<file path="config.mk">
export PLATFORM = sky130hd
export DESIGN_NAME = seg7_scan_flat
export DESIGN_NICKNAME = d
export VERILOG_FILES = /design/src/rtl/seg7_pkg.sv /design/src/rtl/seg7_scan_if.sv /design/src/rtl/seg7_tick.sv /design/src/rtl/seg7_scan.sv /design/src/flat_wrapper.sv
export SDC_FILE = /design/constraint.sdc
export NUM_CORES = 1
export LEC_CHECK = 0
export CAP_MARGIN = 20
export CORE_MARGIN = 3
export CORE_UTILIZATION = 45
export DETAILED_ROUTE_END_ITERATION = 10
export PLACE_DENSITY_LB_ADDON = 0.08
export SETUP_SLACK_MARGIN = 0.02
export SLEW_MARGIN = 20
export SYNTH_ARGS = -nofsm -noshare
export SYNTH_HDL_FRONTEND = slang
export SYNTH_SLANG_ARGS = --single-unit
</file>
<file path="constraint.sdc">
create_clock -name clk -period 2.7 [get_ports clk]
set_input_delay 0.54 -clock clk [delete_from_list [all_inputs] [get_ports clk]]
set_output_delay 0.54 -clock clk [all_outputs]
set_load 0.02 [all_outputs]
</file>
<file path="src/rtl/seg7_pkg.sv">
// Shared constants and helpers for the eight-digit seven-segment scan driver.
package seg7_pkg;

    localparam int unsigned DIGITS = 8;
    localparam int unsigned NIB_W  = 4;
    localparam int unsigned DATA_W = DIGITS * NIB_W;
    localparam int unsigned IDX_W  = $clog2(DIGITS);

    localparam logic [DIGITS-1:0] AN_OFF = 8'hFF;
    localparam logic              DP_OFF = 1'b1;

    // Bit k set when nibbles k..7 are all zero; digit 0 is never suppressed.
    function automatic logic [DIGITS-1:0] lzs_mask(input logic [DATA_W-1:0] data);
        logic [DIGITS-1:0] mask;
        logic              zero_above;
        mask       = '0;
        zero_above = 1'b1;
        for (int k = DIGITS - 1; k >= 1; k--) begin
            zero_above = zero_above && (data[NIB_W*k +: NIB_W] == '0);
            mask[k]    = zero_above;
        end
        return mask;
    endfunction

endpackage

</file>
<file path="src/rtl/seg7_scan_if.sv">
// Load/display bundle between the status path, the scan driver and the segment decoder.
interface seg7_scan_if;
    import seg7_pkg::*;

    logic [DATA_W-1:0] i_data;
    logic [DIGITS-1:0] i_dp;
    logic              i_load;
    logic              i_lzs;
    logic [NIB_W-1:0]  o_nibble;
    logic [DIGITS-1:0] o_an;
    logic              o_dp;

    modport master (
        output i_data, i_dp, i_load, i_lzs,
        input  o_nibble, o_an, o_dp
    );

    modport slave (
        input  i_data, i_dp, i_load, i_lzs,
        output o_nibble, o_an, o_dp
    );

endinterface

</file>
<file path="src/rtl/seg7_tick.sv">
// Digit-slot prescaler: counts 0..SCAN_DIV-1 and flags the last cycle of each slot.
module seg7_tick #(
    parameter  int unsigned SCAN_DIV = 100000,
    localparam int unsigned CNT_W    = $clog2(SCAN_DIV)
) (
    input  logic             clk,
    input  logic             rst_n,
    output logic [CNT_W-1:0] cnt,
    output logic             wrap_c
);

    localparam logic [CNT_W-1:0] CNT_MAX = CNT_W'(SCAN_DIV - 1);

    assign wrap_c = (cnt == CNT_MAX);

    always_ff @(posedge clk or negedge rst_n) begin
        if (!rst_n)      cnt <= '0;
        else if (wrap_c) cnt <= '0;
        else             cnt <= cnt + CNT_W'(1);
    end

endmodule

</file>
<file path="src/rtl/seg7_scan.sv">
// Multiplexed 8-digit common-anode scan driver with frame-synchronous value update
// and optional leading-zero suppression.
module seg7_scan
    import seg7_pkg::*;
#(
    parameter int unsigned SCAN_DIV  = 100000,
    parameter int unsigned BLANK_CYC = 1000
) (
    input  logic        clk,
    input  logic        rst_n,
    seg7_scan_if.slave  bus
);

    localparam int unsigned        CNT_W     = $clog2(SCAN_DIV);
    localparam logic [CNT_W-1:0]   BLANK_END = CNT_W'(BLANK_CYC);
    localparam logic [IDX_W-1:0]   IDX_LAST  = IDX_W'(DIGITS - 1);

    logic [CNT_W-1:0]  cnt;
    logic              wrap_c;
    logic [IDX_W-1:0]  idx;
    logic              pend;
    logic [DATA_W-1:0] pend_data;
    logic [DIGITS-1:0] pend_dp;
    logic [DATA_W-1:0] shadow_data;
    logic [DIGITS-1:0] shadow_dp;

    logic              boundary_c;
    logic [DIGITS-1:0] mask_c;
    logic              dark_c;
    logic [DIGITS-1:0] an_c;
    logic [NIB_W-1:0]  nibble_c;
    logic              dp_c;

    seg7_tick #(.SCAN_DIV(SCAN_DIV)) u_tick (
        .clk    (clk),
        .rst_n  (rst_n),
        .cnt    (cnt),
        .wrap_c (wrap_c)
    );

    assign boundary_c = wrap_c && (idx == IDX_LAST);

    always_ff @(posedge clk or negedge rst_n) begin
        if (!rst_n)      idx <= '0;
        else if (wrap_c) idx <= idx + IDX_W'(1);
    end

    // A load on the boundary cycle still lets the older pending value commit first.
    always_ff @(posedge clk or negedge rst_n) begin
        if (!rst_n) begin
            pend        <= 1'b0;
            pend_data   <= '0;
            pend_dp     <= '0;
            shadow_data <= '0;
            shadow_dp   <= '0;
        end else begin
            if (boundary_c && pend) begin
                shadow_data <= pend_data;
                shadow_dp   <= pend_dp;
                pend        <= 1'b0;
            end
            if (bus.i_load) begin
                pend_data <= bus.i_data;
                pend_dp   <= bus.i_dp;
                pend      <= 1'b1;
            end
        end
    end

    always_comb begin
        mask_c   = lzs_mask(shadow_data);
        dark_c   = (cnt < BLANK_END) || (bus.i_lzs && mask_c[idx]);
        nibble_c = shadow_data[NIB_W*idx +: NIB_W];
        an_c     = AN_OFF;
        dp_c     = DP_OFF;
        if (!dark_c) begin
            an_c = ~(DIGITS'(1) << idx);
            dp_c = ~shadow_dp[idx];
        end
    end

    always_ff @(posedge clk or negedge rst_n) begin
        if (!rst_n) begin
            bus.o_an     <= AN_OFF;
            bus.o_nibble <= '0;
            bus.o_dp     <= DP_OFF;
        end else begin
            bus.o_an     <= an_c;
            bus.o_nibble <= nibble_c;
            bus.o_dp     <= dp_c;
        end
    end

endmodule

</file>
<file path="src/flat_wrapper.sv">
// flat-port wrapper written by rule: the top's interface ports become plain ports
module seg7_scan_flat import seg7_pkg::*;
#(
    parameter int unsigned SCAN_DIV  = 100000,
    parameter int unsigned BLANK_CYC = 1000
)
  (clk, rst_n, bus_i_data, bus_i_dp, bus_i_load, bus_i_lzs, bus_o_nibble, bus_o_an, bus_o_dp);
  seg7_scan_if bus_i ();
  input  logic clk;
  input  logic rst_n;
  input wire logic [$bits(bus_i.i_data)-1:0] bus_i_data;
  input wire logic [$bits(bus_i.i_dp)-1:0] bus_i_dp;
  input wire logic [$bits(bus_i.i_load)-1:0] bus_i_load;
  input wire logic [$bits(bus_i.i_lzs)-1:0] bus_i_lzs;
  output wire logic [$bits(bus_i.o_nibble)-1:0] bus_o_nibble;
  output wire logic [$bits(bus_i.o_an)-1:0] bus_o_an;
  output wire logic [$bits(bus_i.o_dp)-1:0] bus_o_dp;
  assign bus_i.i_data = bus_i_data;
  assign bus_i.i_dp = bus_i_dp;
  assign bus_i.i_load = bus_i_load;
  assign bus_i.i_lzs = bus_i_lzs;
  assign bus_o_nibble = bus_i.o_nibble;
  assign bus_o_an = bus_i.o_an;
  assign bus_o_dp = bus_i.o_dp;
  seg7_scan #(.SCAN_DIV(SCAN_DIV), .BLANK_CYC(BLANK_CYC)) u_core (.clk(clk), .rst_n(rst_n), .bus(bus_i));
endmodule
</file>
-- Word level (Yosys, flattened, before mapping)
Index checks and enable logic that the tools add are counted.
- register bits: 114
- output and inout port bits: 13
- word-level logic and storage cells: 47
- add/subtract/negate cells: 2
- order comparisons: 2
- equal/unequal tests: 2
- shifts and indexed selects: 2
- muxes and demuxes: 9
- bitwise operators: 2
- reduce and logical (&&, ||, !) cells: 18
- operators with widths (operator ; count):
    32-bit by 6-bit indexed part select with 4-bit output ; 1
    4-bit zero test ; 7
    17-bit by 1-bit adder with 17-bit output (second input constant) ; 1
    17-bit equality test (second input constant) ; 1
    17-bit by 10-bit less-than comparator with 1-bit output (second input constant) ; 1
    17-bit two-way mux ; 1
    1-bit logical AND ; 9
    8-bit two-way mux ; 1
    8-bit NOT ; 1
    1-bit by 3-bit << shifter with 8-bit output (first input constant) ; 1
    1-bit binary-select mux with 3-bit select ; 2
    1-bit two-way mux ; 5
    3-bit by 4-bit less-than comparator with 1-bit output (second input constant) ; 1
    3-bit by 1-bit adder with 3-bit output (second input constant) ; 1
    3-bit equality test (second input constant) ; 1
    2-bit nonzero test ; 1
    1-bit logical OR ; 1
    1-bit NOT ; 1

-- Depth between registers and ports, before layout
- depth after elaboration: 12
- mapped depth: 8
- mapped depth without buffers: 5

-- Hierarchy
Synthesis repeated with hierarchy kept, for this count alone.
- cells, all modules: 338
- area, all modules: 4865.9 um2
- modules (own cells, without submodules) (module ; times used ; cells an instance ; area an instance (um2) ; sequential area each (um2)):
    seg7_scan ; 1 ; 264 ; 4072.7 ; 2438.6
    seg7_tick ; 1 ; 74 ; 793.3 ; 425.4

-- Least setup slack after synthesis
Ideal clock, no wire load.
- kind: reg2reg
- start: register u_core.u_tick.cnt[0]
- end: register u_core.shadow_data[0]
- setup time: 0.125 ns
- arrival time: 1.884 ns
- required time: 2.575 ns
- path slack: 0.691 ns
- stages on the path, launching flop included: 9
- clock period less this slack: 2.009 ns
- cell sequence: dfrtp_1 -> ha_1 -> and4_1 -> and4_1 -> buf_6 -> and3_4 -> buf_8 -> buf_12 -> mux2_4
- cells in the longest elaborated chain, start to end: 3
- RTL lines (element ; line ; text):
    start, declared ; seg7_tick.sv:8 ; output logic [CNT_W-1:0] cnt,
    start signal, assigned ; seg7_tick.sv:19 ; else cnt <= cnt + CNT_W'(1);
    17-bit equality test ; seg7_tick.sv:14 ; assign wrap_c = (cnt == CNT_MAX);
    1-bit logical AND ; seg7_scan.sv:41 ; assign boundary_c = wrap_c && (idx == IDX_LAST);
    1-bit logical AND ; seg7_scan.sv:57 ; if (boundary_c && pend) begin
    end signal, assigned ; seg7_scan.sv:58 ; shadow_data <= pend_data;
    end, declared ; seg7_scan.sv:24 ; logic [DATA_W-1:0] shadow_data;
No other way between the ends.
A chain may end at the register's enable or synchronous reset.

-- Worst setup path after layout
- start: register u_core.u_tick.cnt[0]
- end: register u_core.shadow_data[7]
Same word-level chain as after synthesis.

==> metrics.yaml <==
arrival_ns: 2.37
clock_power_share_pct: 51.6
antenna_found_initial: 0
drive_above_1_share_pct: 33.8
synth_ff_type: "dfrtp_1"
slew_headroom_pct: 63.3
drt_iter0_markers: 137
crit_path_end_kind: "flop"
placed_cells: 528
rows: 38
yosys.cell_types.count: 43
ioPinCount: 57
synth_top_area_cell: "dfrtp_1"
cts_resized: 0
cts_max_level: 4
r2r-end: "u_core.shadow_data[7]$_DFFE_PN0P_"
grt_pass1_vias: 3042
area_delta_synth_final_pct: 24.6
cpMaxStageDelayCell: "dfrtp_1"
synth_fp_nets: 390
cts_sinks: 114
hold_path.class: "input port to asynchronous set/reset pin"
async_flop_share_pct: 100
path_common_cell: "and4_1"
yosysWarnings: 0
share_comb_of_total_power_pct: 4.4
clockRootBuffer: "clkbuf_16"
critPathLaunchType: "flop"
synth_seq_cells: 114
min_period_over_period_pct: 77.2
swShare_pct: 19.8
cap_violations: 0
worstMarginPinSlew_ns: 0.550
cts_buffers: 17
final_nets: 458
hold_violations: 0
clk_pin_slew_worst_paths_ns: 0.05
outcome: "complete, no violations"
rsz0062_at_grt: "false"
die_w_um: 112
cts_hold_buf: 0
dp_hpwl_um: 6370
core_mm2: 0.0109
whs_ns: 0.0554
cts_tree: "yes"
yosysTopAreaCellShare_pct: 51.8
grt_max_degree: 62
ir_drop_mv: 0.514
die_area_mm2: 0.0126
port_buffers: 56
final_area_mm2: 0.00631
synth_most_common_cell: "dfrtp_1"
grt_overflow: 0
post_drt_via_cell_ratio: 5.24
synth_common_cells: "105 x dfrtp_1, 40 x mux2_2, 40 x mux2_4"
max_freq_ghz: 0.480
p_int_mw: 3.29
place.gp.congestion: 0.743
vias: 2934
syn_area_mm2: 0.00507
start_util_pct: 46.4
setup_viol: 0
first_pass_iters: 4
path_class: "flop to flop"
path_delay_family: "simple AND/OR/NAND/NOR gates"
critPathMaxStageDelay_ns: 0.38
layout_min_cycle_time_ns: 2.08
grt.total_usage_pct: 16.2
seqPwrFrac_pct: 44.0
yosysSeqAreaShare_pct: 56.5
cts_setup_buffers: 0
fin_worst_skew_ns: 0.0152
clockBufferDepth: 2
insertion_delay_ns: 0.41
synthTopCellsByArea: "dfrtp_1 52%, mux2_4 12%, mux2_2 8.9%, dfstp_2 4.7%, mux4_2 4.4%"
multi_input_area_mm2: 0.00205
tns_ns: 0
r2r-start: "u_core.u_tick.cnt[0]$_DFF_PN0_"
instances_no_fill: 560
regToRegSetupSlack_ns: 0.62
p_leak_nw: 2.77
wl_um: 9360
fp.dieH_um: 112
path_buf_inv: 1
slew_viol_final: 0
switching_power_uw: 815
cp_max_fo: 16
detail_route.wl_per_cell_um: 16.7
final_util_pct: 57.7
ff2ff_path_depth: 6
antennaDiodeCount: 0
path_cells: "ha_1 -> and4_1 -> and4_1 -> and3_4 -> buf_4 -> mux2_4"
n_fill_cell: 908
p_per_area_mw_per_mm2: 650
synth_edf_count: 0
grt_pass1_wl_um: 15800
avgSynthCellArea_um2: 15.0
cp.required_ns: 2.99
final_antenna_net_count: 0
placed_area_mm2: 0.00574
drc: 0
postSynthCellCount: 339
regArea_mm2: 0.00286
area by class of cell:
type / instances / share of cell area, %
sequential: 114 / 45.4
clock buffer: 27 / 8.28
inverter: 4 / 0.238
tap: 140 / 2.77
clock inverter: 5 / 0.793
timing repair buffer: 64 / 10.1
multi-input combinational: 206 / 32.4
kinds of logic (layout without fill, tap and decap cells):
| kind of cell | count (synthesis) | in the layout | synth area share, % |
|---|---|---|---|
| flip-flops | 114 | 114 | 56.5 |
| AO/OA/AOI/OAI | 20 | 20 | 2.69 |
| adder cells (fa/ha/maj) | 7 | 7 | 1.73 |
| buffers and inverters | 19 | 100 | 3.09 |
| multiplexers | 91 | 91 | 25.4 |
| XOR/XNOR | 14 | 14 | 2.42 |
| AND/OR/NAND/NOR | 74 | 74 | 8.20 |
flip-flops by register name, summed over array words and instances (netlist names):
name,cells
u_core.idx,3
u_core.pend_dp,8
u_core.shadow_data,32
u_core.bus.o_dp,1
u_core.shadow_dp,8
u_core.bus.o_an,8
u_core.u_tick.cnt,17
u_core.pend,1
u_core.bus.o_nibble,4
u_core.pend_data,32
per-stage QoR:
stage | setup WS, ns | total power, mW
global route | 0.495 | 4.27
detailed placement | 0.409 | 2.02
finish | 0.617 | 4.11
CTS | 0.591 | 4.16
floorplan | 0.691 | 1.90
global placement | 0.408 | 2.01
power by group through the flow:
stage                     clock, mW  sequential [mW]  combinational, mW
after floorplan                   0             1.82             0.0770
after detailed placement          0             1.83              0.185
after global placement            0             1.83              0.180
final                          2.12             1.81              0.180
after CTS                      2.17             1.81              0.186
after global routing           2.26             1.81              0.200
routing by layer:
metal  vias to the layer above  wire length [µm]  GRT usage (%)
met5                         -                 0              0
met4                         0                93           4.97
met3                         9               464           6.15
met2                        73              4350           23.9
met1                      1478              4450           22.5
li1                       1374                 -              -
cell usage in the layout, fill, tap and decap left out, types with 3 or more instances in the layout:
cell,instances
clkinv_2,4
or4_1,5
nand4_1,4
inv_1,4
buf_4,7
o211ai_1,4
dfrtp_1,105
and4_1,3
xor2_1,3
nor2_1,10
nand2_1,27
clkbuf_16,17
clkbuf_1,4
ha_1,7
xnor2_1,11
mux4_2,10
nor3_1,3
clkbuf_8,6
o21ai_0,5
a211oi_1,4
mux2_4,40
dfstp_2,9
nand3_1,9
mux2_2,40
clkdlybuf4s50_1,54
worst max-delay path by stage:
stage / start / endpoint / slack, ns / depth (start not counted)
finish: u_core.u_tick.cnt[0]$_DFF_PN0_ / u_core.shadow_data[7]$_DFFE_PN0P_ / 0.62 / 6
global route: u_core.u_tick.cnt[0]$_DFF_PN0_ / u_core.shadow_data[6]$_DFFE_PN0P_ / 0.49 / 6
CTS: u_core.bus.o_an[5]$_DFF_PN1_ / bus_o_an[5] / 0.59 / 1
detailed placement: bus_i_lzs / u_core.bus.o_an[7]$_DFF_PN1_ / 0.41 / 5
global placement: bus_i_lzs / u_core.bus.o_an[3]$_DFF_PN1_ / 0.41 / 5
floorplan: u_core.u_tick.cnt[0]$_DFF_PN0_ / u_core.shadow_data[0]$_DFFE_PN0P_ / 0.69 / 8
(Power assumes the default switching activity.)
